## config.mk

```make
export PLATFORM = sky130hd
export DESIGN_NAME = risc_16bit_datapath
export DESIGN_NICKNAME = d
export VERILOG_FILES = /design/src/rtl/risc16_pkg.sv /design/src/rtl/risc_16bit_regfile.sv /design/src/rtl/risc_16bit_datapath.sv
export SDC_FILE = /design/constraint.sdc
export NUM_CORES = 2
export LEC_CHECK = 0
export BUFFER_PORTS_ARGS = -buffer_cell sky130_fd_sc_hd__buf_2
export CAP_MARGIN = 25
export CORE_AREA = 2 2 621 500
export CTS_BUF_LIST = sky130_fd_sc_hd__clkbuf_16
export DETAILED_ROUTE_END_ITERATION = 10
export DIE_AREA = 0 0 623 502
export HOLD_SLACK_MARGIN = 0.12
export PLACE_DENSITY = 0.78
export SYNTH_ARGS = -nofsm -noshare
export SYNTH_HDL_FRONTEND = slang
export SYNTH_HIERARCHICAL = 1
export SYNTH_SLANG_ARGS = --single-unit
```

## constraint.sdc

```tcl
create_clock -name clk -period 15.4 [get_ports clk]
set_clock_uncertainty 0.2 [all_clocks]
set_input_delay 0 -clock clk [delete_from_list [all_inputs] [get_ports clk]]
set_output_delay 0 -clock clk [all_outputs]
set_load 0.02 [all_outputs]
```

## src/rtl/risc16_pkg.sv

```systemverilog
// Shared constants for the 16-bit RISC datapath: ALU opcodes, write-source
// selects and register-file geometry.
package risc16_pkg;

    localparam int unsigned NumRegs  = 16;
    localparam int unsigned RegAddrW = 4;

    typedef enum logic [2:0] {
        AluAdd   = 3'b000,
        AluSub   = 3'b001,
        AluAnd   = 3'b010,
        AluOr    = 3'b011,
        AluXor   = 3'b100,
        AluNot   = 3'b101,
        AluPassA = 3'b110,
        AluPassB = 3'b111
    } alu_op_e;

    typedef enum logic [1:0] {
        WSrcAlu  = 2'b00,
        WSrcMem  = 2'b01,
        WSrcImm  = 2'b10,
        WSrcRsvd = 2'b11
    } wsrc_e;

endpackage

```

## src/rtl/risc_16bit_regfile.sv

```systemverilog
// 16 x W register file: two combinational read ports that return zero when
// disabled, one synchronous write port, asynchronous active-high clear.
module risc_16bit_regfile
    import risc16_pkg::*;
#(
    parameter int unsigned W = 16
) (
    input  logic                clk,
    input  logic                reset,
    input  logic                w_en,
    input  logic [RegAddrW-1:0] w_addr,
    input  logic [W-1:0]        w_data,
    input  logic [RegAddrW-1:0] rp_addr,
    input  logic                rp_rd,
    input  logic [RegAddrW-1:0] rq_addr,
    input  logic                rq_rd,
    output logic [W-1:0]        rp_data,
    output logic [W-1:0]        rq_data
);

    logic [W-1:0] regs [NumRegs];

    always_ff @(posedge clk or posedge reset) begin
        if (reset) begin
            for (int i = 0; i < int'(NumRegs); i++) begin
                regs[i] <= '0;
            end
        end else if (w_en) begin
            regs[w_addr] <= w_data;
        end
    end

    // Reads see the pre-edge contents, so a same-cycle write is not forwarded.
    assign rp_data = rp_rd ? regs[rp_addr] : '0;
    assign rq_data = rq_rd ? regs[rq_addr] : '0;

endmodule

```

## src/rtl/risc_16bit_datapath.sv

```systemverilog
// 16-bit RISC datapath: register file, ALU, write-source mux and data memory.
// Optional carry/overflow flags are enabled with RISC16_DP_FLAGS_EN.
module risc_16bit_datapath
    import risc16_pkg::*;
#(
    parameter int unsigned W  = 16,
    parameter int unsigned AW = 8
) (
    input  logic                clk,
    input  logic                reset,
    input  logic [AW-1:0]       D_addr,
    input  logic                D_rd,
    input  logic                D_wr,
    input  logic [AW-1:0]       RF_W_data,
    input  logic                RF_s1,
    input  logic                RF_s0,
    input  logic [RegAddrW-1:0] RF_W_addr,
    input  logic                RF_W_wr,
    input  logic [RegAddrW-1:0] RF_Rp_addr,
    input  logic                RF_Rp_rd,
    input  logic [RegAddrW-1:0] RF_Rq_addr,
    input  logic                RF_Rq_rd,
    input  logic [2:0]          alu_s,
    output logic                RF_Rp_zero,
    output logic [W-1:0]        R_data,
    output logic [W-1:0]        alu_out
`ifdef RISC16_DP_FLAGS_EN
    ,
    output logic                flag_c,
    output logic                flag_v
`endif
);

    logic [W-1:0] rp_data;
    logic [W-1:0] rq_data;
    logic [W-1:0] add_res;
    logic [W-1:0] sub_res;
    logic [W-1:0] w_data;
    logic         rf_w_en;
    wsrc_e        wsrc;
    logic [W-1:0] mem [2**AW];

    assign wsrc = wsrc_e'({RF_s1, RF_s0});

    // Reserved source 11 suppresses the write entirely.
    assign rf_w_en = RF_W_wr && (wsrc != WSrcRsvd);

    risc_16bit_regfile #(
        .W (W)
    ) u_regfile (
        .clk     (clk),
        .reset   (reset),
        .w_en    (rf_w_en),
        .w_addr  (RF_W_addr),
        .w_data  (w_data),
        .rp_addr (RF_Rp_addr),
        .rp_rd   (RF_Rp_rd),
        .rq_addr (RF_Rq_addr),
        .rq_rd   (RF_Rq_rd),
        .rp_data (rp_data),
        .rq_data (rq_data)
    );

    assign RF_Rp_zero = (rp_data == '0);

    assign add_res = rp_data + rq_data;
    assign sub_res = rp_data - rq_data;

    always_comb begin
        alu_out = '0;
        case (alu_op_e'(alu_s))
            AluAdd:   alu_out = add_res;
            AluSub:   alu_out = sub_res;
            AluAnd:   alu_out = rp_data & rq_data;
            AluOr:    alu_out = rp_data | rq_data;
            AluXor:   alu_out = rp_data ^ rq_data;
            AluNot:   alu_out = ~rp_data;
            AluPassA: alu_out = rp_data;
            AluPassB: alu_out = rq_data;
            default:  alu_out = '0;
        endcase
    end

    always_comb begin
        w_data = '0;
        case (wsrc)
            WSrcAlu: w_data = alu_out;
            WSrcMem: w_data = R_data;
            WSrcImm: w_data = {{(W-AW){RF_W_data[AW-1]}}, RF_W_data};
            default: w_data = '0;
        endcase
    end

    // Data memory is deliberately outside the reset domain.
    always_ff @(posedge clk) begin
        if (D_wr) begin
            mem[D_addr] <= rp_data;
        end
    end

    assign R_data = D_rd ? mem[D_addr] : '0;

`ifdef RISC16_DP_FLAGS_EN
    logic flags_upd;
    logic c_d;
    logic v_d;

    always_comb begin
        flags_upd = 1'b0;
        c_d       = 1'b0;
        v_d       = 1'b0;
        if (RF_W_wr && (wsrc == WSrcAlu)) begin
            if (alu_op_e'(alu_s) == AluAdd) begin
                flags_upd = 1'b1;
                c_d = (rp_data[W-1] & rq_data[W-1]) |
                      ((rp_data[W-1] | rq_data[W-1]) & ~add_res[W-1]);
                v_d = (rp_data[W-1] == rq_data[W-1]) && (add_res[W-1] != rp_data[W-1]);
            end else if (alu_op_e'(alu_s) == AluSub) begin
                flags_upd = 1'b1;
                c_d = (rp_data < rq_data);
                v_d = (rp_data[W-1] != rq_data[W-1]) && (sub_res[W-1] != rp_data[W-1]);
            end
        end
    end

    always_ff @(posedge clk or posedge reset) begin
        if (reset) begin
            flag_c <= 1'b0;
            flag_v <= 1'b0;
        end else if (flags_upd) begin
            flag_c <= c_d;
            flag_v <= v_d;
        end
    end
`endif

endmodule
```

Word-level counts from Yosys, hierarchy flattened
Memory sizes are Yosys's and may differ from the RTL's.
Index checks and enable logic that the tools add are counted.
{"block": "totals", "ff_bits": 256, "ramBits": 4096, "input_bits": 40, "output_inout_bits": 33, "wordCells": 61, "memories": 1}
{"name": "mem", "words": 256, "width": 16, "rd": 1, "rd_clocked_by_memory_dff": 0, "write_ports": 1, "line": "risc_16bit_datapath.sv:41", "rtl": "logic [W-1:0] mem [2**AW];"}
{"block": "classes", "n_addsub": 2, "n_lt_le_gt_ge": 4, "n_eq_ne": 10, "muxes": 16, "bitwise_logic": 7, "n_reduce_logical": 5}
{"operator": "$bwmux W256", "n": 1}
{"operator": "$bmux W16 S4", "n": 2}
{"operator": "$mux W16", "n": 8}
{"operator": "$pmux W16 S8", "n": 1}
{"operator": "$demux W16 S4", "n": 1}
{"operator": "$pmux W16 S3", "n": 1}
{"operator": "$add A16 B16 Y16", "n": 1}
{"operator": "$and A16 B16 Y16", "n": 1}
{"operator": "$logic_not A16 Y1", "n": 1}
{"operator": "$not A16 Y16", "n": 1}
{"operator": "$or A16 B16 Y16", "n": 1}
{"operator": "$sub A16 B16 Y16", "n": 1}
{"operator": "$xor A16 B16 Y16", "n": 1}
{"operator": "$ge A5 B5 Y1 const B", "n": 3}
{"operator": "$not A4 Y5", "n": 3}
{"operator": "$eq A3 B3 Y1 const B", "n": 4}
{"operator": "$eq A3 B2 Y1 const B", "n": 2}
{"operator": "$lt A5 B1 Y1 const B", "n": 1}
{"operator": "$eq A3 B1 Y1 const B", "n": 1}
{"operator": "$logic_not A3 Y1", "n": 1}
{"operator": "$eq A2 B1 Y1 const B", "n": 1}
{"operator": "$eq A2 B2 Y1 const B", "n": 1}
{"operator": "$logic_and A1 B1 Y1", "n": 2}
{"operator": "$logic_not A2 Y1", "n": 1}
{"operator": "other kinds (2)", "n": 3}

Longest topological paths before layout
{"block": "depth", "ltp_word": 9, "mapped_depth": 24}

Modules after synthesis
Netlist, hierarchy kept.
{"module": "risc_16bit_datapath", "instances": 1, "cells_per_inst": 7230, "area_per_inst_um2": 160161.1, "seq_area_each_um2": 122998.0}
{"module": "risc_16bit_regfile", "instances": 1, "cells_per_inst": 1041, "area_per_inst_um2": 13883.3, "seq_area_each_um2": 6406.1}

Worst setup path after synthesis
No wires, ideal clock.
{"block": "synth_path", "path_kind": "input to register", "from": "in RF_Rp_addr[0]", "to": "reg u_regfile/regs[172] (netlist bit)", "arrival_ns": 14.983, "setup_slack_ns": 0.152, "stages": 18, "path_buffers": 4, "path_cell_list": "buf_4 buf_6 buf_4 mux2i_1 a22oi_1 nand2_1 o21ai_0 ha_1 a211oi_1 o21ai_0 a31oi_1 nand3b_1 nand3_1 xnor2_1 o21ai_0 a221o_1 clkbuf_1 mux2_2"}
{"block": "synth_between", "elab_chain_len": 9}
{"element": "from (decl)", "line": "risc_16bit_datapath.sv:19", "rtl": "input logic [RegAddrW-1:0] RF_Rp_addr,"}
{"element": "$not A4 Y5 (not written as such) (*)", "line": "risc_16bit_regfile.sv:34", "rtl": "assign rp_data = rp_rd ? regs[rp_addr] : '0;"}
{"element": "$bmux W16 S4 (*)", "line": "risc_16bit_regfile.sv:34"}
{"element": "$mux W16 (not written as such) (*) (2 in a row)", "line": "risc_16bit_regfile.sv:34"}
{"element": "$mux W16 (*)", "line": "risc_16bit_regfile.sv:34"}
{"element": "named net rp_data[2]", "line": "risc_16bit_datapath.sv:34", "rtl": "logic [W-1:0] rp_data;"}
{"element": "$sub A16 B16 Y16 / $add A16 B16 Y16 (equally long branches)", "line": "risc_16bit_datapath.sv:67, risc_16bit_datapath.sv:66"}
{"element": "$pmux W16 S8 (*)", "line": "risc_16bit_datapath.sv:71", "rtl": "case (alu_op_e'(alu_s))"}
{"element": "named net alu_out[12]", "line": "risc_16bit_datapath.sv:26", "rtl": "output logic [W-1:0] alu_out"}
{"element": "$pmux W16 S3 (*)", "line": "risc_16bit_datapath.sv:86", "rtl": "case (wsrc)"}
{"element": "named net w_data[12]", "line": "risc_16bit_datapath.sv:38", "rtl": "logic [W-1:0] w_data;"}
{"element": "$bwmux W256 (*)", "line": "risc_16bit_regfile.sv:29", "rtl": "regs[w_addr] <= w_data;"}
{"element": "to (signal, indexed assignment)", "line": "risc_16bit_regfile.sv:29"}
{"element": "to (decl)", "line": "risc_16bit_regfile.sv:21", "rtl": "logic [W-1:0] regs [NumRegs];"}
Mark *: on every way through the listed nets, which the timed path passes. The rest lies on a longest branch. The select of a mux whose other input is x is not followed.
A chain may end at the register's enable or synchronous reset.

Worst setup path after layout
{"block": "layout_path", "from": "in D_addr[1]", "to": "out R_data[1]"}
{"block": "layout_between", "elab_chain_len": 2}
{"element": "from (decl)", "line": "risc_16bit_datapath.sv:11", "rtl": "input logic [AW-1:0] D_addr,"}
{"element": "$mem_v2 Z256 W16"}
{"element": "$mux W16", "line": "risc_16bit_datapath.sv:101", "rtl": "assign R_data = D_rd ? mem[D_addr] : '0;"}
{"element": "to (decl)", "line": "risc_16bit_datapath.sv:25", "rtl": "output logic [W-1:0] R_data,"}
No other way between the ends.

==> results.cfg <==
[final_layout]
fillCellCount = 19200
synthToLayoutAreaGrowth_pct = 12.1
drive_gt1_share_pct = 28.9
nets = 8854
finalInstanceArea_um2 = 195000

[outcome]
violations = slew limit
status = finished with violations

[sta]
slew_violations = 66
tightestPinTransition_ns = 1.61
fmax_mhz = 135
post-route-period-util_pct = 48.1
fin_tns_setup_ns = 0
relSlewSlack_pct = -7.45
hold_viol_final = 0
rsz0062_at_grt = false
setup_viol = 0
finalCriticalPeriod_ns = 7.40

[synthesis]
synth_top_area_share_pct = 70.7
yosysMostFrequentCell = edfxtp_1
synth_common_cells = 4096 x edfxtp_1, 1085 x mux4_2, 500 x mux2i_1
yosysWarnings = 6
async_flop_share_pct = 5.88
ys_seq_area_share_pct = 74.4
avgSynthCellArea_um2 = 21.0
ys_seq_elements = 4352
synth_flop_cell = edfxtp_1
synth_edf_count = 4096
synth_fp_nets = 8360
netlist_area_um2 = 174000
synth.area.top_cells = edfxtp_1 71%, mux4_2 14%, dfrtp_1 3.7%, mux2i_1 2.9%, mux2_2 1.7%
yosysTopAreaCell = edfxtp_1
syn-instance-count = 8271
ys_types = 87

[power_and_ir_drop]
seqPwrFrac_pct = 53.1
p_clk_share_pct = 38.6
finalPower_mw = 25.2
leakage_nw = 65.1
power.switching_fraction_pct = 23.3
vdd_ir_drop_max_mv = 0.114
p_sw_mw = 5.86
p_int_mw = 19.3
power_frac_comb_pct = 8.3
power_density_nw_per_um2 = 129

[min_path]
min_path_type = in2async

[setup_path]
critical_path_arrival_ns = 7.20
critPathMaxStageDelay_ns = 0.90
cp_slowest_cell = nand4_1
critical_path_class = in2out
cpMostUsedCell = buf_4
crit_path_end_kind = output port
path_cells = dlygate4sd3_1 -> buf_12 -> buf_4 -> buf_4 -> buf_4 -> mux4_2 -> mux4_2 -> a22oi_1 -> a21oi_1 -> o21ai_1 -> nand4_1 -> and2_1 -> buf_2
crit_fanout = 130
worst_setup_path_start_kind = primary input
cp_data_required_time_ns = 15.20

[routing]
firstDrtPassIters = 7
avgRoutedWirePerCell_um = 38.4
detail_route.vias_per_cell = 7.16
drc = 0
vias = 94200
ant_nets = 0
postRouteWirelength_um = 504000
first_iter_violations = 17300

[clock_tree]
cts_root_buffer = clkbuf_16
cts_sinks = 4352
cts_tree = built
insertion_delay_ns = 0.94
path_clk_slew_ns = 0.06
clockBufferDepth = 4
cts_resized = 0
htreeDepth = 5
cts_made_buffers = 394

[die]
die_x_um = 623
io_pins = 73
die_area_um2 = 313000
placementRows = 182
core_um2 = 306000
start_util_pct = 56.8
fp.dieH_um = 502

[global_routing]
grt_pass1_vias = 92300
antenna_found_initial = 39
gr-usage-all-layers_pct = 32.1
grt_max_degree = 185
grt_pass1_wl_um = 705000
grt_overflow_total = 0

[placed_design]
place_area_um2 = 181000
dp_hpwl_um = 292000
port_buffers = 72
place.gp.congestion = 0.977

[job]
drv_cap = 0
-- layout by cell type (no fill, tap or decap), types with 20 or more instances in the layout --
cell / Yosys / final
nand2_1: 158 / 148
nand3_1: 46 / 46
mux2i_1: 500 / 500
buf_8: 0 / 46
a22oi_1: 226 / 226
mux2_2: 268 / 268
a211oi_1: 28 / 27
buf_16: 0 / 23
dfrtp_1: 256 / 256
inv_1: 48 / 112
dlygate4sd3_1: 0 / 34
ha_1: 48 / 48
clkbuf_16: 0 / 399
o21ai_0: 64 / 58
nand2b_1: 23 / 22
and3_1: 20 / 20
edfxtp_1: 4096 / 4096
bufinv_16: 0 / 38
buf_4: 78 / 411
clkinv_2: 0 / 75
nor2_1: 353 / 273
nor3_1: 26 / 23
clkinv_1: 0 / 102
mux4_2: 1085 / 1085
o22ai_1: 48 / 47
nor2_2: 3 / 76
a21oi_1: 67 / 67
a221oi_1: 78 / 78
a22o_1: 37 / 37
buf_2: 170 / 69
-- per-stage QoR --
stage          utilization [%]  hold WS, ns  setup slack, ns  cells
3_3_place_gp              58.9      -0.0786             7.72  12300
3_5_place_dp              59.2      -0.0605             7.61  12300
4_1_cts                   63.5        0.127             8.33  13100
6_report                  63.7        0.161             8.00  13200
5_1_grt                   63.7        0.215             8.00  13100
2_1_floorplan                -        0.108            0.152   8271
-- final timing paths --
path / start / end / slack (ns) / depth (start not counted)
min in group clk: RF_Rp_addr[0] / mem[204][15]$_DFFE_PP_ / 0.19 / 6
min reg2reg: u_regfile/regs[119]$_DFFE_PP0P_ / u_regfile/regs[119]$_DFFE_PP0P_ / 0.33 / 1
max: D_addr[1] / R_data[1] / 8.00 / 13
max in group asynchronous: reset / u_regfile/regs[186]$_DFFE_PP0P_ / 12.94 / 8
min: reset / u_regfile/regs[125]$_DFFE_PP0P_ / 0.16 / 4
max reg2reg: u_regfile/regs[134]$_DFFE_PP0P_ / u_regfile/regs[92]$_DFFE_PP0P_ / 9.47 / 17
-- per-layer routing --
| layer | GRT usage [%] | vias up | wire, µm |
|---|---|---|---|
| met5 | 0.185 | - | 279 |
| met4 | 14.9 | 30 | 28700 |
| met3 | 11.9 | 1538 | 84200 |
| met2 | 46.4 | 8628 | 221000 |
| met1 | 43.8 | 48400 | 170000 |
| li1 | - | 35700 | - |
-- worst max-delay path: cells and delay by family --
kind	cells	cell delay [ns]
buffers and inverters	6	3.55
AND/OR/NAND/NOR	2	1.44
multiplexers	2	0.99
AO/OA/AOI/OAI	3	0.93
-- sequential cells by signal, indices dropped and copies added (netlist names) --
name and flops:
mem 4096, u_regfile/regs 256
-- layout make-up --
cell class / instances / area (µm²) / share of cell area, %
Antenna cell: 16 / 40.0 / 0.0205
Inverter: 50 / 203 / 0.104
Clock buffer: 399 / 9980 / 5.12
Multi-Input combinational cell: 3357 / 42300 / 21.7
Clock inverter: 318 / 2580 / 1.32
Sequential cell: 4352 / 129000 / 66.3
Tap cell: 4048 / 5060 / 2.60
Timing Repair Buffer: 610 / 5540 / 2.84
-- cells by family (layout without fill, tap and decap cells) --
kind of cell             Yosys count  count (layout)  share of synthesized area (%)
other                              0              16                              0
adder cells (fa/ha/maj)           49              49                          0.357
multiplexers                    1855            1855                           18.7
flip-flops                      4352            4352                           74.4
AND/OR/NAND/NOR                  747             747                           1.97
buffers and inverters            562            1377                           1.65
AO/OA/AOI/OAI                    685             685                           2.90
XOR/XNOR                          21              21                          0.106
-- power by group through the flow --
stage	logic, mW	clock network (mW)	registers, mW
2_1_floorplan	1.25	0	13.8
3_3_place_gp	1.88	0	13.6
3_5_place_dp	1.96	0	13.6
4_1_cts	1.99	9.77	13.4
5_1_grt	2.15	10.2	13.4
6_report	2.08	9.74	13.4
-- timing repair --
item,CTS,global route
endpoints found under the hold margin,1050,37
hold buffers,31,4
buffers inserted,0,0
(Power assumes the default switching activity.)
